==> config.mk <==
export PLATFORM = sky130hd
export DESIGN_NAME = openmips_cpu
export DESIGN_NICKNAME = d
export VERILOG_FILES = /design/src/rtl/openmips_pkg.sv /design/src/rtl/openmips_regfile.sv /design/src/rtl/openmips_cpu.sv
export SDC_FILE = /design/constraint.sdc
export NUM_CORES = 1
export LEC_CHECK = 0
export ABC_CLOCK_PERIOD_IN_PS = 1800
export CAP_MARGIN = 20
export CELL_PAD_IN_SITES_DETAIL_PLACEMENT = 2
export CELL_PAD_IN_SITES_GLOBAL_PLACEMENT = 2
export CORE_ASPECT_RATIO = 0.7
export CORE_MARGIN = 8
export CORE_UTILIZATION = 37
export DETAILED_ROUTE_END_ITERATION = 8
export DONT_BUFFER_PORTS = 1
export GPL_TIMING_DRIVEN = 0
export PLACE_DENSITY = 0.79
export REMOVE_ABC_BUFFERS = 1
export SLEW_MARGIN = 20
export SYNTH_ARGS = -nofsm -noshare
export SYNTH_HDL_FRONTEND = slang
export SYNTH_SLANG_ARGS = --single-unit
==> constraint.sdc <==
create_clock -name clk -period 1.8 [get_ports clk]
set_clock_uncertainty 0.15 [all_clocks]
set_input_delay 0.54 -clock clk [delete_from_list [all_inputs] [get_ports clk]]
set_output_delay 0.54 -clock clk [all_outputs]
set_load 0.02 [all_outputs]
==> src/rtl/openmips_pkg.sv <==
// Shared constants for the openmips integer pipeline: opcode/funct encodings,
// ALU operation enum, datapath widths and the NOP instruction word.
package openmips_pkg;

  localparam int DATA_W     = 32;
  localparam int REG_ADDR_W = 5;

  localparam logic [DATA_W-1:0] NOP_INST = 32'h0000_0000;

  // Primary opcodes (inst[31:26])
  localparam logic [5:0] OP_SPECIAL = 6'b000000;
  localparam logic [5:0] OP_ANDI    = 6'b001100;
  localparam logic [5:0] OP_ORI     = 6'b001101;
  localparam logic [5:0] OP_XORI    = 6'b001110;
  localparam logic [5:0] OP_LUI     = 6'b001111;

  // SPECIAL funct codes (inst[5:0])
  localparam logic [5:0] F_AND  = 6'b100100;
  localparam logic [5:0] F_OR   = 6'b100101;
  localparam logic [5:0] F_XOR  = 6'b100110;
  localparam logic [5:0] F_NOR  = 6'b100111;
  localparam logic [5:0] F_SLL  = 6'b000000;
  localparam logic [5:0] F_SRL  = 6'b000010;
  localparam logic [5:0] F_SRA  = 6'b000011;
  localparam logic [5:0] F_SLLV = 6'b000100;
  localparam logic [5:0] F_SRLV = 6'b000110;
  localparam logic [5:0] F_SRAV = 6'b000111;

  typedef enum logic [3:0] {
    ALU_NOP,
    ALU_OR,
    ALU_AND,
    ALU_XOR,
    ALU_NOR,
    ALU_LUI,
    ALU_SLL,
    ALU_SRL,
    ALU_SRA
  } alu_op_e;

endpackage

==> src/rtl/openmips_regfile.sv <==
// 32x32 general-purpose register file: two combinational read ports, one
// synchronous write port, write-through on same-cycle read/write, and
// register 0 hard-wired to zero.
module openmips_regfile
  import openmips_pkg::*;
#(
  parameter int REG_NUM = 32
) (
  input  logic                  clk,
  input  logic                  rst,
  input  logic                  we,
  input  logic [REG_ADDR_W-1:0] waddr,
  input  logic [DATA_W-1:0]     wdata,
  input  logic [REG_ADDR_W-1:0] raddr1,
  output logic [DATA_W-1:0]     rdata1,
  input  logic [REG_ADDR_W-1:0] raddr2,
  output logic [DATA_W-1:0]     rdata2
);

  logic [DATA_W-1:0] regs [REG_NUM];

  // Register storage; writes to register 0 are dropped
  always_ff @(posedge clk or posedge rst) begin
    if (rst) begin
      for (int i = 0; i < REG_NUM; i++) regs[i] <= '0;
    end else if (we && (waddr != '0)) begin
      regs[waddr] <= wdata;
    end
  end

  // Read port 1 with write-through bypass
  always_comb begin
    if (raddr1 == '0)                   rdata1 = '0;
    else if (we && (waddr == raddr1))   rdata1 = wdata;
    else                                rdata1 = regs[raddr1];
  end

  // Read port 2 with write-through bypass
  always_comb begin
    if (raddr2 == '0)                   rdata2 = '0;
    else if (we && (waddr == raddr2))   rdata2 = wdata;
    else                                rdata2 = regs[raddr2];
  end

endmodule

==> src/rtl/openmips_cpu.sv <==
// Minimal 5-stage in-order MIPS32 pipeline (IF, ID, EX, MEM, WB) executing
// logical and immediate ALU instructions. No stalls, no flushes; dependent
// instructions are served by EX->ID and MEM->ID forwarding plus register-file
// write-through. Optional macro OPENMIPS_SHIFT_EN adds the SPECIAL shift group.
module openmips_cpu
  import openmips_pkg::*;
#(
  parameter logic [31:0] RESET_PC = 32'h0000_0000,
  parameter int          REG_NUM  = 32
) (
  input  logic        clk,
  input  logic        rst,
  input  logic [31:0] rom_data_i,
  output logic [31:0] rom_addr_o,
  output logic        rom_ce_o
);

  logic [DATA_W-1:0] pc;
  logic              ce;

  // IF/ID
  logic [DATA_W-1:0] pc_p0;
  logic [DATA_W-1:0] inst_p0;
  // ID/EX
  alu_op_e               alu_op_p1;
  logic [DATA_W-1:0]     src1_p1;
  logic [DATA_W-1:0]     src2_p1;
  logic [REG_ADDR_W-1:0] wd_p1;
  logic                  wreg_p1;
  // EX/MEM
  logic [DATA_W-1:0]     wdata_p2;
  logic [REG_ADDR_W-1:0] wd_p2;
  logic                  wreg_p2;
  // MEM/WB
  logic [DATA_W-1:0]     wdata_p3;
  logic [REG_ADDR_W-1:0] wd_p3;
  logic                  wreg_p3;

  logic [DATA_W-1:0]     ex_result;
  logic [DATA_W-1:0]     rf_rdata1;
  logic [DATA_W-1:0]     rf_rdata2;
  logic [DATA_W-1:0]     rs_val;
  logic [DATA_W-1:0]     rt_val;

  alu_op_e               id_alu_op;
  logic [DATA_W-1:0]     id_src1;
  logic [DATA_W-1:0]     id_src2;
  logic [REG_ADDR_W-1:0] id_wd;
  logic                  id_wreg;

  logic [5:0]            id_opcode;
  logic [5:0]            id_funct;
  logic [REG_ADDR_W-1:0] id_rs;
  logic [REG_ADDR_W-1:0] id_rt;
  logic [REG_ADDR_W-1:0] id_rd;
  logic [15:0]           id_imm;

  logic                  unused_bits;

  function automatic logic [DATA_W-1:0] alu(input alu_op_e op,
                                            input logic [DATA_W-1:0] a,
                                            input logic [DATA_W-1:0] b);
    logic signed [DATA_W-1:0] b_s;
    b_s = b;
    case (op)
      ALU_OR:  return a | b;
      ALU_AND: return a & b;
      ALU_XOR: return a ^ b;
      ALU_NOR: return ~(a | b);
      ALU_LUI: return {b[15:0], 16'h0000};
      ALU_SLL: return b << a[4:0];
      ALU_SRL: return b >> a[4:0];
      ALU_SRA: return b_s >>> a[4:0];
      default: return '0;
    endcase
  endfunction

  assign rom_addr_o = pc;
  assign rom_ce_o   = ce;

  // ---- IF: program counter and chip enable; PC holds on the first edge after reset
  always_ff @(posedge clk or posedge rst) begin
    if (rst) begin
      pc <= RESET_PC;
      ce <= 1'b0;
    end else begin
      ce <= 1'b1;
      if (ce) pc <= pc + 32'd4;
    end
  end

  // ---- IF/ID boundary: latch fetch address and word (NOP while ROM disabled)
  always_ff @(posedge clk or posedge rst) begin
    if (rst) begin
      pc_p0   <= '0;
      inst_p0 <= NOP_INST;
    end else begin
      pc_p0   <= pc;
      inst_p0 <= ce ? rom_data_i : NOP_INST;
    end
  end

  assign id_opcode = inst_p0[31:26];
  assign id_rs     = inst_p0[25:21];
  assign id_rt     = inst_p0[20:16];
  assign id_rd     = inst_p0[15:11];
  assign id_funct  = inst_p0[5:0];
  assign id_imm    = inst_p0[15:0];

  assign unused_bits = ^{pc_p0, inst_p0[10:6]};

  openmips_regfile #(.REG_NUM(REG_NUM)) u_regfile (
    .clk    (clk),
    .rst    (rst),
    .we     (wreg_p3),
    .waddr  (wd_p3),
    .wdata  (wdata_p3),
    .raddr1 (id_rs),
    .rdata1 (rf_rdata1),
    .raddr2 (id_rt),
    .rdata2 (rf_rdata2)
  );

  // rs operand: EX result beats MEM result beats register file
  always_comb begin
    if (wreg_p1 && (wd_p1 == id_rs) && (id_rs != '0))      rs_val = ex_result;
    else if (wreg_p2 && (wd_p2 == id_rs) && (id_rs != '0)) rs_val = wdata_p2;
    else                                                   rs_val = rf_rdata1;
  end

  // rt operand: same forwarding priority as rs
  always_comb begin
    if (wreg_p1 && (wd_p1 == id_rt) && (id_rt != '0))      rt_val = ex_result;
    else if (wreg_p2 && (wd_p2 == id_rt) && (id_rt != '0)) rt_val = wdata_p2;
    else                                                   rt_val = rf_rdata2;
  end

  // ---- ID: decode, pick destination and form the two ALU operands
  always_comb begin
    id_alu_op = ALU_NOP;
    id_src1   = '0;
    id_src2   = '0;
    id_wd     = '0;
    id_wreg   = 1'b0;
    case (id_opcode)
      OP_ORI, OP_ANDI, OP_XORI, OP_LUI: begin
        id_wreg = 1'b1;
        id_wd   = id_rt;
        id_src1 = rs_val;
        id_src2 = {16'h0000, id_imm};
        case (id_opcode)
          OP_ORI:  id_alu_op = ALU_OR;
          OP_ANDI: id_alu_op = ALU_AND;
          OP_XORI: id_alu_op = ALU_XOR;
          default: id_alu_op = ALU_LUI;
        endcase
      end
      OP_SPECIAL: begin
        id_wd   = id_rd;
        id_src1 = rs_val;
        id_src2 = rt_val;
        case (id_funct)
          F_AND: begin id_alu_op = ALU_AND; id_wreg = 1'b1; end
          F_OR:  begin id_alu_op = ALU_OR;  id_wreg = 1'b1; end
          F_XOR: begin id_alu_op = ALU_XOR; id_wreg = 1'b1; end
          F_NOR: begin id_alu_op = ALU_NOR; id_wreg = 1'b1; end
`ifdef OPENMIPS_SHIFT_EN
          // Immediate shifts take shamt; variable shifts take rs[4:0]
          F_SLL: begin id_alu_op = ALU_SLL; id_wreg = 1'b1; id_src1 = {27'd0, inst_p0[10:6]}; end
          F_SRL: begin id_alu_op = ALU_SRL; id_wreg = 1'b1; id_src1 = {27'd0, inst_p0[10:6]}; end
          F_SRA: begin id_alu_op = ALU_SRA; id_wreg = 1'b1; id_src1 = {27'd0, inst_p0[10:6]}; end
          F_SLLV: begin id_alu_op = ALU_SLL; id_wreg = 1'b1; id_src1 = {27'd0, rs_val[4:0]}; end
          F_SRLV: begin id_alu_op = ALU_SRL; id_wreg = 1'b1; id_src1 = {27'd0, rs_val[4:0]}; end
          F_SRAV: begin id_alu_op = ALU_SRA; id_wreg = 1'b1; id_src1 = {27'd0, rs_val[4:0]}; end
`else
`endif
          default: begin
            id_alu_op = ALU_NOP;
            id_wreg   = 1'b0;
          end
        endcase
      end
      default: ;
    endcase
  end

  // ---- ID/EX boundary
  always_ff @(posedge clk or posedge rst) begin
    if (rst) begin
      alu_op_p1 <= ALU_NOP;
      src1_p1   <= '0;
      src2_p1   <= '0;
      wd_p1     <= '0;
      wreg_p1   <= 1'b0;
    end else begin
      alu_op_p1 <= id_alu_op;
      src1_p1   <= id_src1;
      src2_p1   <= id_src2;
      wd_p1     <= id_wd;
      wreg_p1   <= id_wreg;
    end
  end

  assign ex_result = alu(alu_op_p1, src1_p1, src2_p1);

  // ---- EX/MEM boundary
  always_ff @(posedge clk or posedge rst) begin
    if (rst) begin
      wdata_p2 <= '0;
      wd_p2    <= '0;
      wreg_p2  <= 1'b0;
    end else begin
      wdata_p2 <= ex_result;
      wd_p2    <= wd_p1;
      wreg_p2  <= wreg_p1;
    end
  end

  // ---- MEM/WB boundary: MEM has no data memory, results pass straight through
  always_ff @(posedge clk or posedge rst) begin
    if (rst) begin
      wdata_p3 <= '0;
      wd_p3    <= '0;
      wreg_p3  <= 1'b0;
    end else begin
      wdata_p3 <= wdata_p2;
      wd_p3    <= wd_p2;
      wreg_p3  <= wreg_p2;
    end
  end

endmodule

==> summary.log <==
INFO  clock_tree     clock_latency=280ps
INFO  sta            tightestPinTransition=649.5ps
INFO  clock_tree     cts_tree=done
INFO  worst_hold_path worst_hold_class=input pin to async pin
INFO  die            floorplan.die_area=6151squm
INFO  synthesis      muxShareOfSynthArea=0.7860%
INFO  clock_tree     ctsRootBufferMaster=sky130_fd_sc_hd__clkbuf_8
INFO  sta            final_min_period_over_clock_period=95.20%
INFO  worst_setup_path timing.reg2reg.setup_slack=90ps
INFO  route          wl_per_cell=20.17microns
INFO  flow_run       max_cap_violations=0
INFO  worst_setup_path critical_path_buf_inv_count=1
INFO  synthesis      yosysUniqueCellTypes=23
INFO  placement      dp_hpwl=2.504mm
INFO  global_routing grt_first_pass_wirelength=5.996mm
INFO  route          drt_pass1_iterations=4
INFO  placement      place.port_buffers=0
INFO  placement      routabilityCongestion=0.7624
INFO  route          number_of_remaining_drc_errors=0
INFO  final_layout   area_overhead_vs_synth=16.33%
INFO  worst_setup_path path_class=flop to flop
INFO  synthesis      synth-seq-cells=31
INFO  worst_setup_path worst_path_max_delay_cell=sky130_fd_sc_hd__dfrtp_2
INFO  sta            setup_viol=0
INFO  global_routing groute.usage.overall=12.69%
INFO  route          route.vias.total=956
INFO  clock_tree     cts_htree_levels=2
INFO  route          antenna_violating_nets_post_route=0
INFO  final_layout   layout.nets=163
INFO  worst_setup_path cp_max_fo=6
INFO  worst_setup_path cp_cell_sequence=ha_2 -> nand2_2 -> nor3_4 -> buf_4 -> and3_2 -> xor2_1
INFO  power_and_ir_drop power_per_cell_area=1096nW/um^2
INFO  synthesis      area_fraction_of_the_dominant_cell_type_after_synthesis=54.15%
INFO  sta            final.min_clock_period=1714ps
INFO  sta            report.final.hold_viol_count=0
INFO  final_layout   most-common-layout-cells=23 x sky130_fd_sc_hd__xnor2_1, 23 x sky130_fd_sc_hd__dfrtp_2, 14 x sky130_fd_sc_hd__nand4_1, 9 x sky130_fd_sc_hd__nand3_1, 8 x sky130_fd_sc_hd__dfrtp_1
INFO  final_layout   n_antenna_cell=0
INFO  route          initialDrtViolationCount=31
INFO  synthesis      synth.top_cells.by_area=sky130_fd_sc_hd__dfrtp_1 54%, sky130_fd_sc_hd__xnor2_1 14%, sky130_fd_sc_hd__nand4_1 6.1%
INFO  die            core=3827squm
INFO  clock_tree     clk_transition_reported_paths=70ps
INFO  sta            finalSetupTns=0ps
INFO  synthesis      ys_seq_area_share=54.15%
INFO  worst_setup_path max_stage_delay=480ps
INFO  sta            setup_slack=86.40ps
INFO  synthesis      synthesis.area_per_instance=11.94squm
INFO  synthesis      post_synth_fa_ha_maj_area_fraction=0.8734%
INFO  die            start_util=37.43%
INFO  die            placement_rows=19
INFO  clock_tree     cts.path.max_buffers=2
INFO  route          via_per_inst=5.282
INFO  worst_setup_path endpoint_kind=flop
INFO  clock_tree     cts.sink_count=31
INFO  synthesis      post-synth-top-area-cell=sky130_fd_sc_hd__dfrtp_1
INFO  synthesis      synth-compound-area-share=0%
INFO  die            boundaryPins=67
INFO  worst_setup_path required=1860ps
INFO  sta            slew_headroom=56.64%
INFO  placement      place_worst_setup_slack=-498.5ps
INFO  synthesis      synthCells=120
INFO  global_routing grt_max_degree=32
INFO  synthesis      synth_simple_gate_area_share=23.84%
INFO  die            die_width=90.38microns
INFO  global_routing globalRouteOverflowTotal=0
INFO  power_and_ir_drop worst_ir_drop_vdd=408.5uV
INFO  synthesis      post_synth_xor_area_fraction=17.73%
INFO  worst_setup_path worstPathArrival=1770ps
INFO  clock_tree     numCtsBuffers=5
INFO  worst_setup_path timing.critical_path.from_type=flop
INFO  power_and_ir_drop design_power_total=1.826mW
INFO  route          postRouteWirelength=3.650mm
INFO  status         outcome=finished, final reports clean
INFO  synthesis      synth.yosys.warnings=0
INFO  synthesis      netlist_area=1433squm
INFO  synthesis      dominant_combinational_cell_family_by_area_after_synthesis=simple AND/OR/NAND/NOR gates
INFO  sta            grt_setup_unrepaired=yes
INFO  global_routing grt_antenna_before_repair=0
INFO  sta            final-max-slew-violation-count=0
INFO  power_and_ir_drop static-leakage-power=0.7143nW
INFO  global_routing first_global_vias=1059
INFO  final_layout   drive_gt1_share=39.53%
INFO  sta            fmax=583.6MHz
INFO  die            die_y=68.06microns
INFO  worst_setup_path timing.critical_path.max_delay_family=flip-flops
INFO  final_layout   postLayoutCoreUtil=43.54%
cell families after synthesis:
group	Yosys count
DFF	31
buffers and inverters	5
other	2
and+or+nand+nor	51
adders and majority gates	1
xor gates and xnor gates	29
muxes	1
cells in the mapped netlist, drive strengths merged:
cell / n
conb: 2
inv: 2
nand4: 15
xor2: 6
nor3: 3
xnor2: 23
nor2: 5
nand3: 12
dfrtp: 31
ha: 1
and2: 1
buf: 3
nor4: 3
and4: 1
nand2: 7
mux2: 1
and3: 4
flip-flops by register name (all words and copies together) (netlist names):
signal      flops
rom_addr_o     30
rom_ce_o        1
cell type report:
cell class / instances / area [sq um]
sequential: 31 / 804.5
multi-input combinational: 85 / 666.9
fill: 390 / 2161
tap: 52 / 65.06
timing repair buffer: 3 / 22.52
clock buffer: 8 / 100.1
inverter: 2 / 7.507
power by group:
group / leakage (nW) / switching (mW) / internal [mW]
logic: 0.278 / 0.110 / 0.0878
clock network: 0.0515 / 0.262 / 0.349
registers: 0.385 / 0.229 / 0.788
total: 0.714 / 0.601 / 1.22
final timing paths:
path | start | end | depth (start not counted)
max | rom_addr_o[2]$_DFFE_PP0P_ | rom_addr_o[12]$_DFFE_PP0P_ | 6
max reg2reg | rom_addr_o[2]$_DFFE_PP0P_ | rom_addr_o[12]$_DFFE_PP0P_ | 6
min in group clk | rom_addr_o[14]$_DFFE_PP0P_ | rom_addr_o[14]$_DFFE_PP0P_ | 1
min | rst | rom_addr_o[12]$_DFFE_PP0P_ | 1
min reg2reg | rom_addr_o[14]$_DFFE_PP0P_ | rom_addr_o[14]$_DFFE_PP0P_ | 1
max in group asynchronous | rst | rom_addr_o[20]$_DFFE_PP0P_ | 1
stage by stage:
step / hold WS (ps) / cells / area, sq um
after floorplan: 432.3 / 118 / 1414
after global placement: 459.7 / 170 / 1479
after detailed placement: 399.1 / 170 / 1479
after CTS: 92.01 / 181 / 1632
after global routing: 112.0 / 181 / 1667
final: 74.61 / 181 / 1667
per-layer routing:
layer | vias to the layer above | global-route usage (%) | routed length, microns
met1 | 501 | 13.74 | 1541
met2 | 24 | 22.21 | 1826
met3 | 5 | 4.819 | 216
met5 | - | 0 | 0
li1 | 426 | - | -
met4 | 0 | 6.186 | 66
what timing repair did:
action,4_1_cts,5_1_grt
resized for setup,13,18
hold buffers,0,0
pin swaps,2,3
setup buffers,3,0
setup endpoints to repair,21,20
(Power assumes the default switching activity.)
